$ cat src/rtl/uart_tx_fifo.sv
// uart_tx_fifo: FIFO-buffered UART transmitter, single clock domain.
// Words enter through a valid/ready handshake and are sent LSB first with a
// start bit, an optional parity bit and STOP_BITS stop bits.
// Define UART_TX_PARITY_EN to add the parity bit (even, or odd with PARITY_ODD=1).
//
// state    | meaning
// S_IDLE   | line high, waiting for a queued word
// S_START  | start bit, line low
// S_DATA   | data bits, LSB first, bit_q = index
// S_PARITY | parity bit (UART_TX_PARITY_EN only)
// S_STOP   | stop bit(s), line high; last cycle pulses tx_done_o
module uart_tx_fifo #(
  parameter int DATA_W       = 8,
  parameter int CLKS_PER_BIT = 16,
  parameter int STOP_BITS    = 1,
  parameter int FIFO_DEPTH   = 4,
  parameter int PARITY_ODD   = 0
) (
  input  logic                          pclk_i,
  input  logic                          prst_n_i,
  input  logic [DATA_W-1:0]             tx_pdata_i,
  input  logic                          tx_pdata_valid_i,
  output logic                          tx_pready_o,
  output logic                          tx_sdata_o,
  output logic                          tx_busy_o,
  output logic                          tx_done_o,
  output logic [$clog2(FIFO_DEPTH):0]   tx_fifo_level_o
);

  localparam int PTR_W = $clog2(FIFO_DEPTH);
  localparam int LVL_W = PTR_W + 1;
  localparam int CNT_W = $clog2(CLKS_PER_BIT);
  localparam int BIT_W = $clog2(DATA_W);

  localparam logic [CNT_W-1:0] BAUD_LAST = CNT_W'(CLKS_PER_BIT - 1);
  localparam logic [CNT_W-1:0] BAUD_PRE  = CNT_W'(CLKS_PER_BIT - 2);
  localparam logic [BIT_W-1:0] DATA_LAST = BIT_W'(DATA_W - 1);
  localparam logic [BIT_W-1:0] STOP_LAST = BIT_W'(STOP_BITS - 1);
  localparam logic [LVL_W-1:0] LVL_FULL  = LVL_W'(FIFO_DEPTH);

`ifdef UART_TX_PARITY_EN
  typedef enum logic [2:0] {S_IDLE, S_START, S_DATA, S_PARITY, S_STOP} state_t;
`else
  typedef enum logic [2:0] {S_IDLE, S_START, S_DATA, S_STOP} state_t;
`endif

  logic [DATA_W-1:0] mem_q [FIFO_DEPTH];
  logic [PTR_W-1:0]  wr_ptr_q, rd_ptr_q;
  logic [LVL_W-1:0]  level_q, level_d;
  logic              push, pop, fifo_empty, frame_end, baud_end;

  state_t            state_q;
  logic [CNT_W-1:0]  baud_q;
  logic [BIT_W-1:0]  bit_q;
  logic [DATA_W-1:0] shift_q;
  logic              sdata_q, done_q;
`ifdef UART_TX_PARITY_EN
  logic              par_q;
`else
  // PARITY_ODD only matters with the parity bit; referenced here so it stays in the interface.
  if (PARITY_ODD > 1) begin : g_parity_odd_unused
  end
`endif

  // Ready depends only on the registered level, so a full FIFO refuses a push
  // even when the FSM pops in the same cycle.
  assign tx_pready_o     = (level_q != LVL_FULL);
  assign fifo_empty      = (level_q == '0);
  assign push            = tx_pdata_valid_i & tx_pready_o;
  assign baud_end        = (baud_q == BAUD_LAST);
  assign frame_end       = (state_q == S_STOP) && baud_end && (bit_q == STOP_LAST);
  // Head is taken either from idle or on the last stop cycle (no idle gap between frames).
  assign pop             = !fifo_empty && ((state_q == S_IDLE) || frame_end);

  assign tx_sdata_o      = sdata_q;
  assign tx_done_o       = done_q;
  assign tx_busy_o       = (state_q != S_IDLE);
  assign tx_fifo_level_o = level_q;

  // Occupancy: simultaneous push and pop leave it unchanged.
  always_comb begin
    level_d = level_q;
    if (push && !pop) begin
      level_d = level_q + LVL_W'(1);
    end else if (pop && !push) begin
      level_d = level_q - LVL_W'(1);
    end
  end

  // FIFO storage, written on accepted pushes only.
  always_ff @(posedge pclk_i) begin
    if (push) begin
      mem_q[wr_ptr_q] <= tx_pdata_i;
    end
  end

  // FIFO pointers wrap naturally (power-of-two depth); level tells full from empty.
  always_ff @(posedge pclk_i or negedge prst_n_i) begin
    if (!prst_n_i) begin
      wr_ptr_q <= '0;
      rd_ptr_q <= '0;
      level_q  <= '0;
    end else begin
      if (push) wr_ptr_q <= wr_ptr_q + PTR_W'(1);
      if (pop)  rd_ptr_q <= rd_ptr_q + PTR_W'(1);
      level_q <= level_d;
    end
  end

  // Frame sequencer with registered line and done outputs.
  always_ff @(posedge pclk_i or negedge prst_n_i) begin
    if (!prst_n_i) begin
      state_q <= S_IDLE;
      baud_q  <= '0;
      bit_q   <= '0;
      shift_q <= '0;
      sdata_q <= 1'b1;
      done_q  <= 1'b0;
`ifdef UART_TX_PARITY_EN
      par_q   <= 1'b0;
`endif
    end else begin
      // Set one cycle early so the pulse lands on the last stop cycle.
      done_q <= (state_q == S_STOP) && (baud_q == BAUD_PRE) && (bit_q == STOP_LAST);
      if (pop) begin
        state_q <= S_START;
        shift_q <= mem_q[rd_ptr_q];
        baud_q  <= '0;
        bit_q   <= '0;
        sdata_q <= 1'b0;
`ifdef UART_TX_PARITY_EN
        par_q   <= (^mem_q[rd_ptr_q]) ^ 1'(PARITY_ODD);
`endif
      end else begin
        case (state_q)
          S_IDLE: begin
            sdata_q <= 1'b1;
            baud_q  <= '0;
            bit_q   <= '0;
          end
          S_START: begin
            if (baud_end) begin
              state_q <= S_DATA;
              baud_q  <= '0;
              sdata_q <= shift_q[0];
            end else begin
              baud_q <= baud_q + CNT_W'(1);
            end
          end
          S_DATA: begin
            if (baud_end) begin
              baud_q <= '0;
              if (bit_q == DATA_LAST) begin
                bit_q <= '0;
`ifdef UART_TX_PARITY_EN
                state_q <= S_PARITY;
                sdata_q <= par_q;
`else
                state_q <= S_STOP;
                sdata_q <= 1'b1;
`endif
              end else begin
                bit_q   <= bit_q + BIT_W'(1);
                shift_q <= shift_q >> 1;
                sdata_q <= shift_q[1];
              end
            end else begin
              baud_q <= baud_q + CNT_W'(1);
            end
          end
`ifdef UART_TX_PARITY_EN
          S_PARITY: begin
            if (baud_end) begin
              state_q <= S_STOP;
              baud_q  <= '0;
              sdata_q <= 1'b1;
            end else begin
              baud_q <= baud_q + CNT_W'(1);
            end
          end
`endif
          S_STOP: begin
            if (baud_end) begin
              baud_q <= '0;
              if (bit_q == STOP_LAST) begin
                state_q <= S_IDLE;
                bit_q   <= '0;
                sdata_q <= 1'b1;
              end else begin
                bit_q <= bit_q + BIT_W'(1);
              end
            end else begin
              baud_q <= baud_q + CNT_W'(1);
            end
          end
          default: begin
            state_q <= S_IDLE;
            sdata_q <= 1'b1;
          end
        endcase
      end
    end
  end

endmodule
$ cat config.mk
export PLATFORM = sky130hd
export DESIGN_NAME = uart_tx_fifo
export DESIGN_NICKNAME = d
export VERILOG_FILES = /design/src/rtl/uart_tx_fifo.sv
export SDC_FILE = /design/constraint.sdc
export NUM_CORES = 1
export LEC_CHECK = 0
export ABC_AREA = 0
export BUFFER_PORTS_ARGS = -buffer_cell sky130_fd_sc_hd__buf_2
export CORE_AREA = 2 2 75 77
export CTS_CLUSTER_DIAMETER = 30
export DETAILED_ROUTE_END_ITERATION = 6
export DIE_AREA = 0 0 77 79
export HOLD_SLACK_MARGIN = 0.03
export PLACE_DENSITY_LB_ADDON = 0.1
export SYNTH_ARGS = -nofsm -noshare
export SYNTH_HDL_FRONTEND = slang
export SYNTH_SLANG_ARGS = --single-unit
$ cat constraint.sdc
create_clock -name pclk_i -period 2.3 [get_ports pclk_i]
set_input_delay 0.23 -clock pclk_i [delete_from_list [all_inputs] [get_ports pclk_i]]
set_output_delay 0.23 -clock pclk_i [all_outputs]
set_load 0.02 [all_outputs]
### After elaboration in Yosys (flattened, before gate mapping)

Memory sizes are Yosys's and may differ from the RTL's.
Index checks and enable logic that the tools add are counted.

| word-level totals | value |
|---|---|
| flip-flop bits (word level) | 27 |
| memory bits (writable) | 32 |
| output and inout port bits | 7 |
| word-level logic and storage cells | 87 |
| memories kept | 1 |

| operators by class | value |
|---|---|
| add/sub/neg operators | 6 |
| eq/ne operators | 14 |
| muxes and demuxes | 31 |
| bitwise gates (word level) | 1 |
| reduce and logical (&&, ||, !) cells | 25 |

Memories:

| memory | words | bits a word | read ports | clocked after Yosys merged registers in | write ports | RTL line | source |
|---|---|---|---|---|---|---|---|
| mem_q | 4 | 8 | 1 | 0 | 1 | 47 | `logic [DATA_W-1:0] mem_q [FIFO_DEPTH];` |

Operators with widths:

| operator | count |
|---|---|
| 3-bit two-way mux | 13 |
| 8-bit two-way mux | 4 |
| 3-bit != test (second input constant) | 5 |
| 3-bit one-hot mux with 4 select lines | 1 |
| 3-bit logical NOT | 3 |
| 3-bit one-hot mux with 3 select lines | 1 |
| 4-bit equality test (second input constant) | 2 |
| 1-bit two-way mux | 8 |
| 4-bit two-way mux | 2 |
| 4-bit one-hot mux with 2 select lines | 1 |
| 1-bit logical AND | 7 |
| 3-bit by 1-bit adder with 3-bit output (second input constant) | 2 |
| 3-bit by 2-bit equality test with 1-bit output (second input constant) | 2 |
| 3-bit AND reduction | 2 |
| 6-bit AND reduction | 1 |
| 2-bit nonzero test | 3 |
| 3-bit nonzero test | 2 |
| 2-bit by 1-bit adder with 2-bit output (second input constant) | 2 |
| 4-bit by 1-bit adder with 4-bit output (second input constant) | 1 |
| 2-bit != test (second input constant) | 2 |
| 4-bit AND reduction | 1 |
| 4-bit nonzero test | 1 |
| 3-bit by 1-bit equality test with 1-bit output (second input constant) | 1 |
| 3-bit equality test (second input constant) | 1 |
| other kinds (7) | 9 |

### Logic depth before layout (Yosys ltp)

Gate-level depths: netlist (run 1).

| logic depth | value |
|---|---|
| depth in word-level cells | 8 |
| depth in mapped cells | 13 |
| mapped depth without buffers | 12 |

### Least setup slack after synthesis (run 1)

No wires, ideal clock.

| timing | value |
|---|---|
| kind | register to register |
| from | reg state_q[0] |
| to | reg level_q[2], in the netlist tx_fifo_level_o[2] |
| data arrival time | 2378 ps |
| setup slack | -159 ps |
| cell stages (with the launch flop) | 14 |
| buffers on the path | 1 |
| clock period less this slack | 2459 ps |
| path through | dfrtp_1 -> inv_1 -> ha_1 -> inv_1 -> o21a_4 -> nor2_4 -> inv_2 -> buf_6 -> ha_1 -> inv_1 -> fa_1 -> xor2_1 -> nor2_1 -> xor2_1 |

| between the ends | value |
|---|---|
| word-level cells in the longest chain between the ends | 8 |
| elaborated cells between the ends (all ways) | 11 |
| classes of those cells | eq/ne: 1; mux: 1; reduce/logical: 9 |

RTL lines:

| item | RTL line | source |
|---|---|---|
| start, declared | 52 | `state_t state_q;` |
| start signal, assigned | 113 | `state_q <= S_IDLE;` |
| start signal, assigned | 126 | `state_q <= S_START;` |
| start signal, assigned | 143 | `state_q <= S_DATA;` |
| 3-bit by 2-bit equality test with 1-bit output | 71 | `assign frame_end = (state_q == S_STOP) && baud_end && (bit_q == STOP_LAST);` |
| 1-bit logical AND (2 in a row) | 71 |  |
| 1-bit logical OR (*) | 73 | `assign pop = !fifo_empty && ((state_q == S_IDLE) \|\| frame_end);` |
| 1-bit logical AND (*) | 73 |  |
| 1-bit logical NOT | 83 | `if (push && !pop) begin` |
| 1-bit logical AND | 83 |  |
| 3-bit two-way mux / 2-bit nonzero test (equally long branches) | -- |  |
| end signal, assigned | 106 | `level_q <= level_d;` |
| end, declared | 49 | `logic [LVL_W-1:0] level_q, level_d;` |

Mark *: on every way between the ends. The rest lies on a longest branch, timed or not.
A chain may end at the register's enable or synchronous reset.

### Worst setup path in the final report (run 1)

| timing | value |
|---|---|
| from | reg bit_q[0] |
| to | reg level_q[1], in the netlist tx_fifo_level_o[1] |

| between the ends | value |
|---|---|
| word-level cells in the longest chain between the ends | 7 |
| elaborated cells between the ends (all ways) | 9 |
| classes of those cells | mux: 1; reduce/logical: 8 |

RTL lines:

| item | RTL line | source |
|---|---|---|
| start, declared | 54 | `logic [BIT_W-1:0] bit_q;` |
| start signal, assigned | 163 | `bit_q <= bit_q + BIT_W'(1);` |
| start signal, assigned | 190 | `bit_q <= bit_q + BIT_W'(1);` |
| 3-bit logical NOT | 71 |  |
| 1-bit logical AND | 71 |  |
| 1-bit logical OR | 73 |  |
| 1-bit logical AND | 73 |  |
| 1-bit logical NOT | 83 |  |
| 1-bit logical AND | 83 |  |
| 3-bit two-way mux | 83 |  |
| net level_d[1] | 49 |  |

The timed path passes the listed nets, and every way through them passes these cells.

==> results.cfg, run 1 <==
[min_path]
min_to = mem_q[0][6]
min_path_type = primary input to flop
hold_start = tx_pdata_i[6]
whs_path_depth = 1

[clocking]
clk_pin_slew_ps = 70
cts_buffers = 9
cts_tree = built
cts_root_buffer = clkbuf_8
cts.sinks = 58
htreeDepth = 3
clock_tree.buffer_depth = 2
insertion_delay_ps = 330

[setup_path]
reg2reg_slack_ps = 80
path_cells = inv_2 -> ha_4 -> nand3b_1 -> o21a_4 -> nor2_4 -> inv_2 -> ha_2 -> inv_1 -> fa_2 -> mux2_2
end_kind = flop
cp_slowest_cell = fa_2
worst_ep_arrival_time_ps = 2430
reg2reg_to = tx_fifo_level_o[1]
required_ps = 2510
crit_family = adder cells
cp_max_fo = 3
path_class = flop to flop
reg2reg_depth = 10
crit_top_cell = inv_2
critPathLaunchType = flop
cp_num_buf_inv = 3
reg2reg_from = bit_q[0]
max_stage_delay_ps = 420

[timing]
fmax_ghz = 0.451
slew_headroom_pct = 60.7
fin_crit_sh_pct = 96.4
hold_violations = 0
fin_crit_ps = 2220
whs_ps = 113
setup_viol = 0
slew_violations = 0
tightest_slew_ps = 575
fin_skew_ps = 4.04

[yosys]
yosysSeqAreaShare_pct = 58.5
syn_inst = 185
yosys_warnings = 0
synthesis.nets = 212
avgSynthCellArea_sq_um = 14.9
yosysUniqueCellTypes = 46
synth-seq-cells = 58
syn-cell-area_sq_um = 2760

[global_route]
grt_start_max_net_pins = 27
grt_pass1_vias = 1682
grt_pass1_wl_microns = 7730
antenna_found_initial = 0
overflow = 0
grt_usage_pct = 17.1

[route]
avgRoutedWirePerCell_microns = 16.2
ant_nets = 0
drt_iter0_markers = 94
drc = 0
drt-total-wl_microns = 4820
vias_per_cell = 5.39
first_pass_iters = 4
vias = 1601

[place]
placed_cells = 277
dpl_cell_area_sq_um = 3000
hpwl_microns = 3350
io_buffers = 17
gp_congestion = 0.922

[layout]
finish.net_count = 247
fin_area_sq_um = 3290
finalCoreUtilization_pct = 61.7
drive_above_1_share_pct = 39.1
num_antenna_cells = 0
syn_to_final_growth_pct = 19.5
fin_cells = 297

[die]
fp-row-count = 27
top_level_ports = 18
fp.dieH_microns = 79
die_x_microns = 77
die_area_sq_um = 6080
fp.coreArea_sq_um = 5340
start_util_pct = 51.6

[outcome]
status = finished clean

[power]
leakage_nw = 1.34
vdd_drop_max_mv = 0.719
cellPowerDensity_nw_per_um2 = 883

[run]
maxCapViolations = 0
registers in the layout, indices dropped and copies added (netlist names):
name             count
baud_q               4
bit_q                3
mem_q               32
rd_ptr_q             2
shift_q              8
state_q              2
tx_done_o            1
tx_fifo_level_o      3
tx_sdata_o           1
wr_ptr_q             2
cells in the mapped netlist, drive strengths merged:
library cell	n	area (sq um)
nor2b	1	6.26
o21a	1	15.0
nand3	5	37.5
inv	11	41.3
nor2	12	55.1
nand4b	1	8.76
or3	1	6.26
o22ai	1	6.26
a21oi	6	30.0
a2111oi	1	8.76
fa	1	20.0
and2	1	6.26
edfxtp	32	961
o211ai	1	7.51
dfstp	1	26.3
nand2	5	18.8
xor2	3	26.3
or2	1	6.26
buf	2	15.0
nor3	4	31.3
a21o	1	8.76
mux2	18	225
mux4	8	180
a311oi	2	17.5
ha	15	188
and3	4	25.0
a32o	2	20.0
a31oi	1	6.26
xnor2	3	26.3
nand2b	4	25.0
o21ai	2	10.0
nor3b	2	15.0
a2bb2oi	1	8.76
dfrtp	25	626
clkbuf	2	8.75
o2111ai	1	8.76
nand3b	2	15.0
a22o	1	8.76
layout make-up:
class                   instances  area (sq um)
well taps                      72          90.1
inverters                      11          43.8
flip-flops and latches         58          1610
clock inverters                 7           118
repair buffers                 28           170
fillers                       411          2040
multi-input cells             112          1130
clock buffers                   9           124
logic make-up after synthesis:
kind of cell	after synthesis	synth area share, %
and+or+nand+nor	43	9.31
AOI/OAI and AO/OA	21	5.67
muxes	26	14.7
DFF	58	58.5
buffers and inverters	15	2.36
adders and majority gates	16	7.54
xor gates and xnor gates	6	1.91
repair_timing:
action | 4_1_cts | 5_1_grt
pin swaps | 1 | 4
hold buffers | 1 | 0
buffers inserted | 1 | 2
endpoints found under the hold margin | 25 | 0
endpoints found under the setup margin | 1 | 2
gates resized for setup | 1 | 8
worst max-delay path by stage:
stage / start / to / slack (ps) / cells after the start
floorplan: state_q[0] / tx_fifo_level_o[2] / -8 / 13
global placement: bit_q[0] / tx_fifo_level_o[1] / 90 / 10
detailed placement: state_q[0] / tx_fifo_level_o[1] / -10 / 9
CTS: bit_q[0] / tx_fifo_level_o[1] / 40 / 10
global route: bit_q[0] / tx_fifo_level_o[1] / -20 / 10
finish: bit_q[0] / tx_fifo_level_o[1] / 80 / 10
cells in the final DEF, fill, tap and decap left out, types with 8 or more instances in the layout:
cell type   n
clkbuf_8    9
mux4_2      8
nor2_1     10
mux2_2     12
dfrtp_1    24
edfxtp_1   32
buf_2      17
buf_4      10
ha_1       10
per-stage QoR:
stage               power, mW  worst slack (ps)  setup TNS [ps]
floorplan                1.66             -7.70           -7.70
global placement         1.78              85.7               0
detailed placement       1.81             -13.3           -13.3
CTS                      2.94              38.2               0
global route             3.04             -23.3           -23.3
finish                   2.91              82.9               0
worst reg2reg max path, delay by kind of cell, from the launching register on:
kind | cells | cell delay [ps]
adder cells (fa/ha/maj) | 3 | 730
flip-flops | 1 | 390
AO/OA/AOI/OAI | 1 | 270
multiplexers | 1 | 260
AND/OR/NAND/NOR | 2 | 240
buffers and inverters | 3 | 200
power by group:
group	switching [mW]	internal, mW	leakage [nW]
Clock	0.402	0.717	0.113
Combinational	0.247	0.175	0.611
Sequential	0.0932	1.27	0.611
Total	0.742	2.17	1.34
metal layers:
layer | track usage [%] | wire (microns) | share of wire (%) | up-vias
met2 | 28.9 | 2450 | 51 | 44
met4 | 13.4 | 161 | 3.3 | 0
li1 | - | - | - | 761
met1 | 19.0 | 2040 | 42 | 782
met3 | 3.64 | 172 | 3.6 | 14
met5 | 0 | 0 | 0 | -
(Power assumes the default switching activity.)
==> run 2, diff against run 1 <==
--- a/config.mk
+++ b/config.mk
@@ -7,10 +7,11 @@
 export LEC_CHECK = 0
 export ABC_AREA = 0
 export BUFFER_PORTS_ARGS = -buffer_cell sky130_fd_sc_hd__buf_2
-export CORE_AREA = 2 2 75 77
+export CORE_AREA = 2 2 74 76
+export CTS_BUF_LIST = sky130_fd_sc_hd__clkbuf_4 sky130_fd_sc_hd__clkbuf_8
 export CTS_CLUSTER_DIAMETER = 30
 export DETAILED_ROUTE_END_ITERATION = 6
-export DIE_AREA = 0 0 77 79
+export DIE_AREA = 0 0 76 78
 export HOLD_SLACK_MARGIN = 0.03
 export PLACE_DENSITY_LB_ADDON = 0.1
 export SYNTH_ARGS = -nofsm -noshare
==> results.cfg, run 2 (synthesis gave the netlist of run 1 again) <==
[layout]
regMostFlops = mem_q
num_antenna_cells = 0
largest_register_ffs = 32
final_cell_mix = 32 x edfxtp_1, 22 x dfrtp_1, 17 x buf_2, 12 x mux2_2, 12 x ha_1
top_regs = mem_q (32), shift_q (8), baud_q (4)
seq_area_sq_um = 1620
fin_cells = 291
syn_to_final_growth_pct = 15.8
finish.net_count = 243
n_fill_cell = 372
multi_input_comb_area_sq_um = 1120
drive_above_1_share_pct = 36.7
final_common_cell = edfxtp_1

[clocking]
clock_tree.buffer_depth = 2
clk_pin_slew_ps = 70
insertion_delay_ps = 330
htreeDepth = 3
cts_root_buffer = clkbuf_8
cts_buffers = 9
cts_tree = built
cts.sinks = 58

[route]
first_pass_iters = 5
met1Wirelength_microns = 2060
routed.top_layer = met4
ant_nets = 0
drt-total-wl_microns = 4800
avgRoutedWirePerCell_microns = 16.5
vias = 1623
wl_met3_microns = 232
wl_met2_microns = 2430
vias_per_cell = 5.58
drt_iter0_markers = 104
drc = 0

[place]
hpwl_microns = 3420
io_buffers = 17
placed_cells = 273
gp_congestion = 0.874

[global_route]
grt_pass1_wl_microns = 8280
grt_start_max_net_pins = 27
overflow = 0
antenna_found_initial = 0
grt_usage_pct = 18.4
grt_pass1_vias = 1720

[die]
fp.coreArea_sq_um = 5040
die_x_microns = 76
die_area_sq_um = 5930
top_level_ports = 18
fp.dieH_microns = 78
fp-row-count = 26
start_util_pct = 54.7

[setup_path]
crit_top_cell = xor2_1
end_kind = flop
path_depth = 11
cp_num_buf_inv = 2
crit_start = state_q[1]
critPathLaunchType = flop
cp_slowest_cell = dfrtp_2
path_class = flop to flop
cp_max_fo = 7
worst_ep_arrival_time_ps = 2480
reg2reg_depth = 11
max_stage_delay_ps = 460
required_ps = 2560
reg2reg_from = state_q[1]
crit_family = adder cells
path_cells = ha_4 -> nand3b_1 -> o21a_4 -> nor2_4 -> inv_2 -> ha_1 -> inv_1 -> fa_1 -> xor2_1 -> nor2_1 -> xor2_1

[power]
vdd_drop_max_mv = 0.750
cellPowerDensity_nw_per_um2 = 836
leakage_nw = 1.30

[min_path]
min_path_type = primary input to flop
whs_path_depth = 1
hold_start = tx_pdata_i[5]

[timing]
fmax_ghz = 0.451
slew_violations = 0
fin_crit_sh_pct = 96.5
fin_skew_ps = 8.64
slew_headroom_pct = 51.1
setup_viol = 0
hold_violations = 0
tightest_slew_ps = 715
fin_crit_ps = 2220
setup-tns-final_ps = 0

[run]
maxCapViolations = 0

[outcome]
status = finished clean
run 2: cell count changes in the layout (fill, tap and decap cells not counted), moves of 2 or more:
cell / before / now
buf_4: 10 / 6
bufinv_16: 3 / 1
clkinv_2: 0 / 3
dfrtp_1: 24 / 22
dfrtp_2: 1 / 3
ha_1: 10 / 12
run 2: stage by stage:
stage | power (mW) | setup slack [ps] | instance area [sq um] | hold WS [ps] | utilization (%)
after global placement | 1.78 | 131 | 2980 | 259 | 59.2
after CTS | 2.70 | 1.45 | 3180 | 92.3 | 63.0
after global routing | 2.80 | -2.83 | 3190 | 96.4 | 63.3
final | 2.67 | 80.3 | 3190 | 110 | 63.3
after floorplan | 1.66 | -7.70 | 2800 | -65.6 | -
after detailed placement | 1.82 | -12.4 | 2980 | 272 | 59.2
run 2: routing by layer:
layer	global-route usage, %	vias to the layer above
li1	-	750
met1	23.1	810
met2	29.9	57
met3	5.35	6
met4	8.36	0
met5	0	-
run 2: worst paths after layout:
check,end,slack (ps)
worst max-delay path,tx_fifo_level_o[2],80
worst min-delay path,mem_q[0][5],110
worst max register to register,tx_fifo_level_o[2],80
worst min register to register,tx_sdata_o,480
max in group asynchronous,state_q[0],1460
min in group asynchronous,baud_q[3],420
run 2: worst register-to-register path, stage by stage (launching register included):
cell,delay (ps)
dfrtp_2,460
ha_4,200
nand3b_1,140
o21a_4,170
nor2_4,40
inv_2,60
ha_1,180
inv_1,60
fa_1,380
xor2_1,170
nor2_1,120
xor2_1,170
run 2: repair_timing:
action                                  CTS  global route
endpoints found under the hold margin    25             0
endpoints found under the setup margin    1             8
hold buffers                              1             0
pin swaps                                 0             1
resized for setup                         1             6
setup buffers                             0             1
run 2: power by group:
group | internal (mW) | total (mW) | switching (mW)
combinational | 0.171 | 0.421 | 0.250
sequential | 1.28 | 1.37 | 0.0952
clock | 0.486 | 0.878 | 0.392
total | 1.93 | 2.67 | 0.737
run 2: final cells by class:
class	count	area share, %
timing repair buffer	24	4.39
tap	70	2.74
clock inverter	7	1.88
sequential	58	50.6
clock buffer	9	3.88
multi-input combinational	112	35.1
inverter	11	1.37
